**config.mk**
```make
export PLATFORM = sky130hd
export DESIGN_NAME = udp_img_line_ctrl
export DESIGN_NICKNAME = d
export VERILOG_FILES = /design/src/rtl/udp_img_pkg.sv /design/src/rtl/udp_img_addr_gen.sv /design/src/rtl/udp_img_line_ctrl.sv
export SDC_FILE = /design/constraint.sdc
export NUM_CORES = 1
export LEC_CHECK = 0
export CORE_MARGIN = 3
export CORE_UTILIZATION = 50
export CTS_BUF_LIST = sky130_fd_sc_hd__clkbuf_16
export CTS_CLUSTER_SIZE = 14
export DETAILED_ROUTE_END_ITERATION = 16
export GPL_ROUTABILITY_DRIVEN = 0
export GPL_TIMING_DRIVEN = 0
export PLACE_DENSITY = 0.79
export RECOVER_POWER = 25
export SETUP_SLACK_MARGIN = 0.15
export SYNTH_ARGS = -nofsm -noshare
export SYNTH_HDL_FRONTEND = slang
export SYNTH_SLANG_ARGS = --single-unit
```
**constraint.sdc**
```tcl
create_clock -name clk -period 3.8 [get_ports clk]
set_input_delay 0.38 -clock clk [delete_from_list [all_inputs] [get_ports clk]]
set_output_delay 0.38 -clock clk [all_outputs]
set_load 0.05 [all_outputs]
```
**src/rtl/udp_img_pkg.sv**
```systemverilog
// Shared constants for the UDP image line controller: header layout and FSM states.
package udp_img_pkg;

    localparam logic [7:0]  HDR_MAGIC     = 8'hA5;
    localparam int unsigned HDR_MAGIC_MSB = 31;
    localparam int unsigned HDR_MAGIC_LSB = 24;
    localparam int unsigned HDR_SOF_BIT   = 23;
    localparam int unsigned HDR_IDX_MSB   = 22;
    localparam int unsigned HDR_IDX_LSB   = 12;
    localparam int unsigned LINE_IDX_W    = HDR_IDX_MSB - HDR_IDX_LSB + 1;

    typedef enum logic [1:0] {
        ST_HDR  = 2'd0,
        ST_DATA = 2'd1,
        ST_DROP = 2'd2
    } rx_state_e;

endpackage

```
**src/rtl/udp_img_addr_gen.sv**
```systemverilog
// Frame-buffer address generator: line base, word index within line, and bank ping-pong.
module udp_img_addr_gen #(
    parameter int unsigned       LINE_WORDS = 320,
    parameter int unsigned       WIDX_W     = 9,
    parameter int unsigned       ADDR_W     = 28,
    parameter logic [ADDR_W-1:0] BANK0_BASE = '0,
    parameter logic [ADDR_W-1:0] BANK1_BASE = '0
) (
    input  logic              clk,
    input  logic              rst,
    input  logic              base_load,
    input  logic              line_adv,
    input  logic              frame_adv,
    input  logic              word_clr,
    input  logic              word_inc,
    output logic [WIDX_W-1:0] word_idx,
    output logic              frame_bank,
    output logic [ADDR_W-1:0] cur_addr
);
    import udp_img_pkg::*;

    localparam logic [ADDR_W-1:0] LW_A = ADDR_W'(LINE_WORDS);
    localparam logic [WIDX_W-1:0] LW_W = WIDX_W'(LINE_WORDS);

    logic [ADDR_W-1:0] line_base_q, line_base_d;
    logic [WIDX_W-1:0] word_idx_q, word_idx_d;
    logic              bank_q, bank_d;

    always_comb begin
        line_base_d = line_base_q;
        word_idx_d  = word_idx_q;
        bank_d      = bank_q;
        if (base_load)
            line_base_d = bank_q ? BANK1_BASE : BANK0_BASE;
        else if (line_adv)
            line_base_d = line_base_q + LW_A;
        // Index saturates at LINE_WORDS; overflow words are flagged bad by the FSM.
        if (word_clr)
            word_idx_d = '0;
        else if (word_inc && word_idx_q != LW_W)
            word_idx_d = word_idx_q + 1'b1;
        if (frame_adv)
            bank_d = ~bank_q;
    end

    always_ff @(posedge clk) begin
        if (rst) begin
            line_base_q <= '0;
            word_idx_q  <= '0;
            bank_q      <= 1'b0;
        end else begin
            line_base_q <= line_base_d;
            word_idx_q  <= word_idx_d;
            bank_q      <= bank_d;
        end
    end

    assign word_idx   = word_idx_q;
    assign frame_bank = bank_q;
    assign cur_addr   = line_base_q + ADDR_W'(word_idx_q);

endmodule

```
**src/rtl/udp_img_line_ctrl.sv**
```systemverilog
// UDP image line sequencer: header check, line ordering, frame-buffer writes.
// Optional counters pkt_err_cnt/frame_cnt exist when UDP_IMG_STATS_EN is defined.
module udp_img_line_ctrl #(
    parameter int unsigned       IMG_WIDTH  = 640,
    parameter int unsigned       IMG_HEIGHT = 480,
    parameter int unsigned       BYTES_PIX  = 2,
    parameter int unsigned       ADDR_W     = 28,
    parameter logic [ADDR_W-1:0] BANK0_BASE = 28'h0000000,
    parameter logic [ADDR_W-1:0] BANK1_BASE = 28'h0100000
) (
    input  logic              clk,
    input  logic              rst,
    input  logic              rec_en,
    input  logic [31:0]       rec_data,
    input  logic              rec_pkt_done,
    input  logic [15:0]       rec_byte_num,
    input  logic              wr_full,
    output logic              wr_en,
    output logic [31:0]       wr_data,
    output logic [ADDR_W-1:0] wr_addr,
    output logic              line_done,
    output logic              frame_done,
    output logic              frame_bank,
`ifdef UDP_IMG_STATS_EN
    output logic [15:0]       pkt_err_cnt,
    output logic [15:0]       frame_cnt,
`endif
    output logic              rx_busy
);
    import udp_img_pkg::*;

    localparam int unsigned LINE_WORDS = IMG_WIDTH * BYTES_PIX / 4;
    localparam int unsigned WIDX_W     = $clog2(LINE_WORDS + 1);
    localparam logic [WIDX_W-1:0]     LW_W      = WIDX_W'(LINE_WORDS);
    localparam logic [15:0]           PKT_BYTES = 16'(4 + LINE_WORDS * 4);
    localparam logic [LINE_IDX_W-1:0] LAST_LINE = LINE_IDX_W'(IMG_HEIGHT - 1);

    rx_state_e               state_q, state_d;
    logic                    frame_active_q, frame_active_d;
    logic [LINE_IDX_W-1:0]   exp_line_q, exp_line_d;
    logic                    bad_q, bad_d;
    logic                    wr_en_q, wr_en_d;
    logic [31:0]             wr_data_q, wr_data_d;
    logic [ADDR_W-1:0]       wr_addr_q, wr_addr_d;
    logic                    line_done_q, line_done_d;
    logic                    frame_done_q, frame_done_d;

    logic                    base_load, line_adv, frame_adv, word_clr, word_inc;
    logic [WIDX_W-1:0]       word_idx, widx_next;
    logic [ADDR_W-1:0]       cur_addr;
    logic                    bad_next, line_good;
    logic                    magic_ok, hdr_sof, sof_ok, cont_ok, hdr_ok;
    logic [LINE_IDX_W-1:0]   hdr_idx;

    udp_img_addr_gen #(
        .LINE_WORDS (LINE_WORDS),
        .WIDX_W     (WIDX_W),
        .ADDR_W     (ADDR_W),
        .BANK0_BASE (BANK0_BASE),
        .BANK1_BASE (BANK1_BASE)
    ) u_addr_gen (
        .clk        (clk),
        .rst        (rst),
        .base_load  (base_load),
        .line_adv   (line_adv),
        .frame_adv  (frame_adv),
        .word_clr   (word_clr),
        .word_inc   (word_inc),
        .word_idx   (word_idx),
        .frame_bank (frame_bank),
        .cur_addr   (cur_addr)
    );

    assign magic_ok = rec_data[HDR_MAGIC_MSB:HDR_MAGIC_LSB] == HDR_MAGIC;
    assign hdr_sof  = rec_data[HDR_SOF_BIT];
    assign hdr_idx  = rec_data[HDR_IDX_MSB:HDR_IDX_LSB];
    assign sof_ok   = magic_ok && hdr_sof && hdr_idx == '0;
    assign cont_ok  = magic_ok && !hdr_sof && frame_active_q && hdr_idx == exp_line_q;
    assign hdr_ok   = sof_ok || cont_ok;

    always_comb begin
        state_d        = state_q;
        frame_active_d = frame_active_q;
        exp_line_d     = exp_line_q;
        bad_d          = bad_q;
        wr_en_d        = 1'b0;
        wr_data_d      = wr_data_q;
        wr_addr_d      = wr_addr_q;
        line_done_d    = 1'b0;
        frame_done_d   = 1'b0;
        base_load      = 1'b0;
        line_adv       = 1'b0;
        frame_adv      = 1'b0;
        word_clr       = 1'b0;
        word_inc       = 1'b0;
        widx_next      = word_idx;
        bad_next       = bad_q;
        line_good      = 1'b0;
        case (state_q)
            ST_HDR: begin
                // A packet ending on (or before) its header carries no line.
                if (!rec_pkt_done && rec_en) begin
                    if (hdr_ok) begin
                        state_d  = ST_DATA;
                        word_clr = 1'b1;
                        bad_d    = 1'b0;
                        if (sof_ok) begin
                            frame_active_d = 1'b1;
                            exp_line_d     = '0;
                            base_load      = 1'b1;
                        end
                    end else begin
                        state_d        = ST_DROP;
                        frame_active_d = 1'b0;
                    end
                end
            end
            ST_DATA: begin
                if (rec_en) begin
                    word_inc = 1'b1;
                    if (word_idx == LW_W) begin
                        bad_next = 1'b1;
                    end else begin
                        widx_next = word_idx + 1'b1;
                        if (wr_full) begin
                            bad_next = 1'b1;
                        end else begin
                            wr_en_d   = 1'b1;
                            wr_data_d = rec_data;
                            wr_addr_d = cur_addr;
                        end
                    end
                end
                bad_d = bad_next;
                if (rec_pkt_done) begin
                    state_d   = ST_HDR;
                    line_good = rec_byte_num == PKT_BYTES && widx_next == LW_W && !bad_next;
                    if (line_good) begin
                        line_done_d = 1'b1;
                        line_adv    = 1'b1;
                        if (exp_line_q == LAST_LINE) begin
                            frame_done_d   = 1'b1;
                            frame_adv      = 1'b1;
                            exp_line_d     = '0;
                            frame_active_d = 1'b0;
                        end else begin
                            exp_line_d = exp_line_q + 1'b1;
                        end
                    end else begin
                        frame_active_d = 1'b0;
                    end
                end
            end
            ST_DROP: begin
                if (rec_pkt_done)
                    state_d = ST_HDR;
            end
            default: state_d = ST_HDR;
        endcase
    end

    always_ff @(posedge clk) begin
        if (rst) begin
            state_q        <= ST_HDR;
            frame_active_q <= 1'b0;
            exp_line_q     <= '0;
            bad_q          <= 1'b0;
            wr_en_q        <= 1'b0;
            wr_data_q      <= '0;
            wr_addr_q      <= '0;
            line_done_q    <= 1'b0;
            frame_done_q   <= 1'b0;
        end else begin
            state_q        <= state_d;
            frame_active_q <= frame_active_d;
            exp_line_q     <= exp_line_d;
            bad_q          <= bad_d;
            wr_en_q        <= wr_en_d;
            wr_data_q      <= wr_data_d;
            wr_addr_q      <= wr_addr_d;
            line_done_q    <= line_done_d;
            frame_done_q   <= frame_done_d;
        end
    end

`ifdef UDP_IMG_STATS_EN
    logic        pkt_err;
    logic [15:0] pkt_err_cnt_q, pkt_err_cnt_d;
    logic [15:0] frame_cnt_q, frame_cnt_d;

    assign pkt_err = (state_q == ST_HDR && (rec_pkt_done || (rec_en && !hdr_ok))) ||
                     (state_q == ST_DATA && rec_pkt_done && !line_good);

    always_comb begin
        pkt_err_cnt_d = pkt_err_cnt_q;
        frame_cnt_d   = frame_cnt_q;
        if (pkt_err && pkt_err_cnt_q != '1)
            pkt_err_cnt_d = pkt_err_cnt_q + 1'b1;
        if (frame_done_d)
            frame_cnt_d = frame_cnt_q + 1'b1;
    end

    always_ff @(posedge clk) begin
        if (rst) begin
            pkt_err_cnt_q <= '0;
            frame_cnt_q   <= '0;
        end else begin
            pkt_err_cnt_q <= pkt_err_cnt_d;
            frame_cnt_q   <= frame_cnt_d;
        end
    end

    assign pkt_err_cnt = pkt_err_cnt_q;
    assign frame_cnt   = frame_cnt_q;
`endif

    assign wr_en      = wr_en_q;
    assign wr_data    = wr_data_q;
    assign wr_addr    = wr_addr_q;
    assign line_done  = line_done_q;
    assign frame_done = frame_done_q;
    assign rx_busy    = state_q != ST_HDR;

endmodule
```
==> results of run 1 <==
worst max-delay path, cell delays in order:
cell             delay, ns
clkdlybuf4s50_1       0.54
inv_1                 0.09
or3_1                 0.45
nor3_1                0.68
or2_2                 0.24
clkbuf_1              0.37
buf_1                 0.45
nor2_1                0.11
kinds of logic after synthesis:
group	count (synthesis)
simple gates	308
buf+inv	49
compound gates	134
mux	1
xor+xnor	55
fa+ha+maj	9
flops	110
where the power goes:
part           total [mW]  internal, mW  switching [mW]
Sequential           1.15          1.15        0.000403
Clock               0.884         0.449           0.436
Combinational       0.129        0.0666          0.0621
through the flow:
step	instance area [um^2]	total power [mW]	setup WS [ns]
2_1_floorplan	5360	1.23	1.19
3_3_place_gp	6690	1.31	0.436
3_5_place_dp	6690	1.31	0.373
4_1_cts	6970	2.18	0.730
5_1_grt	6970	2.24	0.472
6_report	6970	2.17	0.697
state kept, by name (all words and copies together) (netlist names), 2 cells and up:
signal	flops
wr_data	32
wr_addr	28
u_addr_gen.line_base_q	22
exp_line_q	11
u_addr_gen.word_idx	9
state_q	2
final timing paths:
check                  start                    endpoint  slack [ns]
setup reg to reg  state_q[1]  u_addr_gen.line_base_q[22]        0.72
hold reg to reg   wr_addr[9]                  wr_addr[9]        0.45
setup / recovery      rec_en  u_addr_gen.line_base_q[22]        0.70
hold / removal    wr_addr[9]                  wr_addr[9]        0.45
synth_stat cells (2+ instances only):
master,instances,area (um^2)
o21ai_0,19,95.1
a2111oi_2,2,30.0
nand3b_1,4,30.0
nand2_1,118,443
a31o_1,2,17.5
dfxtp_1,110,2200
o31ai_1,4,30.0
nand4_1,10,62.6
o41ai_1,2,17.5
nand2b_1,9,56.3
o21ai_1,2,10.0
a21o_1,3,22.5
a21oi_1,55,275
inv_1,9,33.8
a41oi_1,3,26.3
o211ai_1,3,22.5
a211oi_1,26,195
nor2b_1,7,43.8
xor2_1,23,201
ha_1,9,113
nor4bb_1,3,30.0
a311oi_1,3,26.3
and3_1,8,50.1
buf_2,7,35.0
nor3_1,13,65.1
or2_2,5,31.3
or4_1,6,45.0
xnor2_1,32,280
buf_1,2,7.51
or3_1,9,56.3
nand3_1,24,120
and2_1,4,25.0
nor4_1,10,62.6
clkbuf_1,30,113
nor2_1,69,259
layer usage:
metal | up-vias | track usage | share of wire
met4 | 0 | 0.0766 | 0.014
li1 | 2586 | - | -
met1 | 2464 | 0.328 | 0.45
met3 | 15 | 0.0276 | 0.064
met2 | 186 | 0.395 | 0.47
met5 | - | 0 | 0
layout make-up:
cell class                      instances  share of cell area
Buffer                                 40              0.0233
Clock buffer                            9              0.0323
Clock inverter                          7             0.00754
Inverter                                9             0.00485
Multi-Input combinational cell        507               0.425
Sequential cell                       110               0.316
Tap cell                              136              0.0244
Timing Repair Buffer                  116               0.167
placed cells by master (no fill, tap or decap), types with 4 or more instances in the layout:
cell / count
nor3_1: 13
a21oi_1: 55
clkdlybuf4s50_1: 73
nor2_1: 69
nor2b_1: 7
inv_1: 11
nand3b_1: 4
nand3_1: 24
xor2_1: 23
and3_1: 8
nand4_1: 10
and2_1: 4
or2_2: 5
nand2b_1: 9
a211oi_1: 26
or3_1: 9
o21ai_0: 19
clkbuf_16: 9
nand2_1: 118
buf_2: 7
ha_1: 9
o31ai_1: 4
xnor2_1: 32
nor4_1: 10
dlygate4sd3_1: 43
clkbuf_1: 30
or4_1: 6
dfxtp_1: 110
==> results.toml, run 1 <==
[outcome]
outcome = "complete, no violations"

[drt]
final_antenna_net_count = 0
vias = 5251
wl_per_cell_um = 15.4
drt_pass1_iterations = 5
drc_errors = 0
drt_iter0_drc = 422
viasPerCell = 5.62
wl_um = 14400

[synthesis]
async_reset_ff_frac = 0
synth_nets = 728
synth_edf_count = 0
synth_compound_area_frac = 0.163
synth_ff_type = "dfxtp_1"
synthCells = 666
yosys_warnings = 0
synth-simple-area-share = 0.277
yosysSeqAreaShare = 0.411
synth_fa_ha_area_frac = 0.0210
syn_area_um2 = 5360
synth_xor_area_frac = 0.0899
ys_types = 56
syn_avg_cell_area_um2 = 8.05
ys_ff_latch = 110
synth_top_family_by_area = "simple AND/OR/NAND/NOR gates"
muxShareOfSynthArea = 0.00187

[pwr]
ir_drop_mv = 0.183
p_per_area_nw_per_um2 = 311
p_leak_nw = 2.42

[setup_path]
endpoint_kind = "flip-flop"
critPathLaunchType = "input pin"
cp.required_ns = 4.01
crit_fanout = 10
cp.arrival_ns = 3.32
reg2reg_depth = 9
worstSetupPathType = "in2reg"

[timing]
worst_pin_slew_ns = 0.804
hold_ws_ns = 0.446
fin_crit_sh = 0.817
setup_viol = 0
fin_skew_ns = 0.00659
period_minus_slack_ns = 3.10
rsz0062_at_grt = "false"
max_freq_mhz = 322
slew_headroom = 0.460
slew_viol_final = 0
timing_hold_violations_final = 0
setup_tns_ns = 0

[clock_network]
h-tree-depth = 3
cts.sinks = 110
cts_tree = "built"
path_clk_slew_ns = 0.07
cts_setup_buffers = 0
clock_tree.root_cell = "clkbuf_16"
cts_inserted_buffers = 9
ctsLongestPathBuffers = 2
ctsHoldBuffers = 0
clk_latency_ns = 0.35
cts_resized = 0

[cells_and_area]
fill_cells = 887
syn_to_final_growth_pct = 30.0
seq_area_um2 = 2200
multi_input_comb_area_um2 = 2960
nNetsFinal = 855
final_cells = 934
finish.utilization = 0.672
layout-drive-gt1-share = 0.0439
antenna_cells = 0

[global_route]
overflow = 0
grt_use_total = 0.239
grt_max_degree = 19
antenna_found_initial = 0
grt_pass1_wl_um = 22800
first_global_vias = 4722

[die]
ios = 118
die-area_um2 = 12000
start_util = 0.517
die_y_um = 110
num_rows = 37
dieWidth_um = 110
core_area_um2 = 10400

[placement]
dp_hpwl_um = 11000
io_buffers = 116
dp.cells = 918

[flow_run]
maxCapViolations = 0

[min_path]
min_path_type = "reg2reg"
whs_path_depth = 2
(Power assumes the default switching activity.)
==> run 2: changes to the inputs <==
==> constraint.sdc (replaced) <==
create_clock -name clk -period 3 [get_ports clk]
set_input_delay 0.3 -clock clk [delete_from_list [all_inputs] [get_ports clk]]
set_output_delay 0.3 -clock clk [all_outputs]
set_load 0.05 [all_outputs]
==> results.toml, run 2 (synthesis results as in run 1) <==
[clock_network]
ctsLongestPathBuffers = 2
cts.sinks = 110
cts_inserted_buffers = 9
path_clk_slew_ns = 0.08
clk_latency_ns = 0.35
clock_tree.root_cell = "clkbuf_16"
cts_tree = "built"
h-tree-depth = 3

[timing]
timing_hold_violations_final = 0
worst_pin_slew_ns = 0.742
rsz0062_at_grt = "true"
slew_viol_final = 0
max_freq_mhz = 354
setup_viol = 0
slew_headroom = 0.502
hold_ws_ns = 0.445
worst_slack_ns = 0.178
period_minus_slack_ns = 2.82
fin_skew_ns = 0.00734
fin_crit_sh = 0.941

[global_route]
antenna_found_initial = 0
grt_pass1_wl_um = 22900
grt_use_total = 0.240
overflow = 0
first_global_vias = 4748
grt_max_degree = 19

[drt]
viasPerCell = 5.65
wl_um = 14500
final_antenna_net_count = 0
drt_iter0_drc = 428
wl_met1_um = 6480
wl_per_cell_um = 15.5
wl_met3_um = 977
vias = 5293
met2_length_um = 6790
highest_layer = "met4"
drc_errors = 0
drt_pass1_iterations = 5

[cells_and_area]
syn_to_final_growth_pct = 31.2
layout-drive-gt1-share = 0.0613
largest_reg_flops = 32
fill_cells = 874
finish.utilization = 0.678
final_cells = 936
nNetsFinal = 857
final_common_cell = "nand2_1"
layout_common_cells = "118 x nand2_1, 109 x dfxtp_1, 73 x clkdlybuf4s50_1"
antenna_cells = 0

[min_path]
min_path_type = "reg2reg"

[placement]
dp.cells = 918
dp_hpwl_um = 11000
io_buffers = 116
dp_slack_ns = -0.347

[setup_path]
cp.arrival_ns = 3.12
worstSetupPathType = "reg2reg"
endpoint_kind = "flip-flop"
cp.required_ns = 3.30
critPathLaunchType = "flip-flop"
crit_fanout = 9

[pwr]
seqPwrFrac = 0.530
finalPower_mw = 2.75
p_int_mw = 2.11
ir_drop_mv = 0.233
switching_share = 0.233
p_leak_nw = 2.45
clkPwrFrac = 0.410
p_switching_uw = 640
p_per_area_nw_per_um2 = 392
power_frac_comb = 0.060

[die]
num_rows = 37
ios = 118
dieWidth_um = 110
core_area_um2 = 10400
start_util = 0.517
die-area_um2 = 12000
die_y_um = 110

[outcome]
outcome = "complete, no violations"

[flow_run]
maxCapViolations = 0
run 2: path summary, 6_finish.rpt:
path	start	to	slack, ns	depth (start not counted)
max	u_addr_gen.word_idx[0]	u_addr_gen.frame_bank	0.18	9
min	wr_addr[9]	wr_addr[9]	0.45	2
max reg2reg	u_addr_gen.word_idx[0]	u_addr_gen.frame_bank	0.18	9
min reg2reg	wr_addr[9]	wr_addr[9]	0.45	2
run 2: worst max-delay path: stages, from the launching register on:
cell	delay, ns
dfxtp_1	0.33
buf_2	0.22
inv_1	0.07
ha_1	0.23
a41o_1	0.29
a2111oi_2	0.54
o211a_2	0.35
nand3_2	0.16
or4_1	0.51
nand2_1	0.08
run 2: what timing repair did:
action / CTS / global route
pin swaps: 0 / 3
hold buffers: 0 / 0
setup endpoints to repair: 13 / 77
resized for setup: 4 / 13
buffers inserted: 0 / 2
run 2: power by group through the flow:
stage / combinational (mW) / clock, mW / sequential [mW]
4_1_cts: 0.163 / 1.13 / 1.46
3_5_place_dp: 0.162 / 0 / 1.50
5_1_grt: 0.177 / 1.19 / 1.46
3_3_place_gp: 0.159 / 0 / 1.50
2_1_floorplan: 0.0633 / 0 / 1.50
6_report: 0.164 / 1.13 / 1.46
run 2: layout make-up:
| cell class | count | area [um^2] | area share |
|---|---|---|---|
| inverter | 9 | 33.8 | 0.00480 |
| timing repair buffer | 118 | 1180 | 0.167 |
| sequential | 110 | 2200 | 0.313 |
| buffer | 40 | 170 | 0.0242 |
| clock buffer | 9 | 225 | 0.0320 |
| multi-input combinational | 507 | 3000 | 0.427 |
| clock inverter | 7 | 52.6 | 0.00747 |
| tap | 136 | 170 | 0.0242 |
run 2: through the flow:
step | cell area (um^2) | TNS [ns]
2_1_floorplan | 5360 | 0
3_3_place_gp | 6690 | -3.13
3_5_place_dp | 6690 | -3.76
4_1_cts | 6990 | 0
5_1_grt | 7030 | 0
6_report | 7030 | 0
run 2: per-layer routing:
layer  vias up  track usage
li1       2592            -
met2       203        0.397
met4         0       0.0766
met5         -            0
met1      2484        0.328
met3        14       0.0276
==> run 3: changes to the inputs <==
--- a/config.mk
+++ b/config.mk
@@ -12,7 +12,7 @@
 export DETAILED_ROUTE_END_ITERATION = 16
 export GPL_ROUTABILITY_DRIVEN = 0
 export GPL_TIMING_DRIVEN = 0
-export PLACE_DENSITY = 0.79
+export PLACE_DENSITY = 0.81
 export RECOVER_POWER = 25
 export SETUP_SLACK_MARGIN = 0.15
 export SYNTH_ARGS = -nofsm -noshare
==> results.toml, run 3 (synthesis results as in run 1) <==
[outcome]
outcome = "complete, no violations"

[clock_network]
path_clk_slew_ns = 0.07
cts_inserted_buffers = 9
ctsLongestPathBuffers = 2
cts_tree = "built"
clk_latency_ns = 0.35
clock_tree.root_cell = "clkbuf_16"
cts.sinks = 110
h-tree-depth = 3

[die]
ios = 118
core_area_um2 = 10400
dieWidth_um = 110
die-area_um2 = 12000
num_rows = 37
start_util = 0.517
die_y_um = 110

[min_path]
whs_path_depth = 2
min_path_type = "reg2reg"

[placement]
dp_slack_ns = -0.286
dp_hpwl_um = 11200
io_buffers = 116
dp.cells = 918

[global_route]
antenna_found_initial = 0
grt_pass1_wl_um = 23400
first_global_vias = 4896
grt_use_total = 0.244
grt_max_degree = 19
overflow = 0

[setup_path]
path_buf_inv = 1
worstSetupPathType = "reg2reg"
reg2reg_depth = 8
crit_cells = 8
path_cells = "buf_2 -> nor4b_4 -> nand4_4 -> a2111oi_4 -> nand3_2 -> a2111oi_4 -> nand4_1 -> a21oi_1"
cp.required_ns = 3.27
critPathLaunchType = "flip-flop"
max_stage_delay_ns = 0.55
crit_family = "compound AO/OA/AOI/OAI gates"
cp.arrival_ns = 3.06
crit_fanout = 8
crit_path_top_delay_cell = "a2111oi_4"
endpoint_kind = "flip-flop"
critPathMostFrequentCell = "a2111oi_4"

[timing]
slew_headroom = 0.591
fin_crit_sh = 0.928
worst_slack_ns = 0.217
setup_viol = 0
fin_skew_ns = 0.00516
timing_hold_violations_final = 0
worst_pin_slew_ns = 0.608
max_freq_mhz = 359
rsz0062_at_grt = "true"
period_minus_slack_ns = 2.78
slew_viol_final = 0

[pwr]
p_per_area_nw_per_um2 = 386
finalPower_mw = 2.74
ir_drop_mv = 0.256
p_leak_nw = 2.46

[cells_and_area]
finish.utilization = 0.684
nNetsFinal = 860
final_common_cell = "nand2_1"
fill_cells = 853
layout_common_cells = "118 x nand2_1, 108 x dfxtp_1, 73 x clkdlybuf4s50_1"
antenna_cells = 0
largest_reg_flops = 32
syn_to_final_growth_pct = 32.4
final_cells = 939
layout-drive-gt1-share = 0.0735

[drt]
viasPerCell = 5.69
wl_per_cell_um = 15.9
drt_iter0_drc = 494
wl_um = 14900
drt_pass1_iterations = 5
vias = 5341
final_antenna_net_count = 0
drc_errors = 0

[flow_run]
maxCapViolations = 0
[run 3: final cells by class]
type / instances / area [um^2] / area share
multi-input combinational: 507 / 3030 / 0.428
sequential: 110 / 2200 / 0.311
timing repair buffer: 121 / 1200 / 0.169
clock buffer: 9 / 225 / 0.0317
buffer: 40 / 178 / 0.0250
tap: 136 / 170 / 0.0240
clock inverter: 7 / 51.3 / 0.00723
inverter: 9 / 33.8 / 0.00476
[run 3: tightest hold or removal path, stage by stage (launching register included)]
cell and delay (ns):
dfxtp_1 0.31, nand2_1 0.05, a21oi_1 0.05
[run 3: worst paths after layout]
kind / startpoint / end / slack (ns)
min reg2reg: wr_data[3] / wr_data[3] / 0.45
min: wr_data[3] / wr_data[3] / 0.45
max reg2reg: u_addr_gen.word_idx[4] / u_addr_gen.line_base_q[21] / 0.22
max: u_addr_gen.word_idx[4] / u_addr_gen.line_base_q[21] / 0.22
[run 3: what timing repair did]
action / 4_1_cts / 5_1_grt
hold buffers: 0 / 0
gates resized for setup: 4 / 26
buffers inserted: 0 / 5
pin swaps: 0 / 6
endpoints found under the setup margin: 27 / 70
[run 3: through the flow]
stage	TNS [ns]	hold slack [ns]	instance area, um^2
global placement	-3.07	0.439	6690
floorplan	0	0.436	5360
global route	0	0.468	7090
CTS	0	0.456	6980
detailed placement	-3.11	0.446	6690
finish	0	0.450	7090
[run 3: per-layer routing]
metal | GRT usage | vias to the layer above | share of wire
li1 | - | 2597 | -
met1 | 0.312 | 2487 | 0.43
met2 | 0.411 | 229 | 0.48
met3 | 0.0341 | 28 | 0.070
met4 | 0.102 | 0 | 0.025
met5 | 0 | - | 0
[run 3: power by group]
part           total (mW)  switching [mW]  internal (mW)
registers            1.46        0.000465           1.46
clock network        1.11           0.545          0.566
logic               0.167          0.0816         0.0851
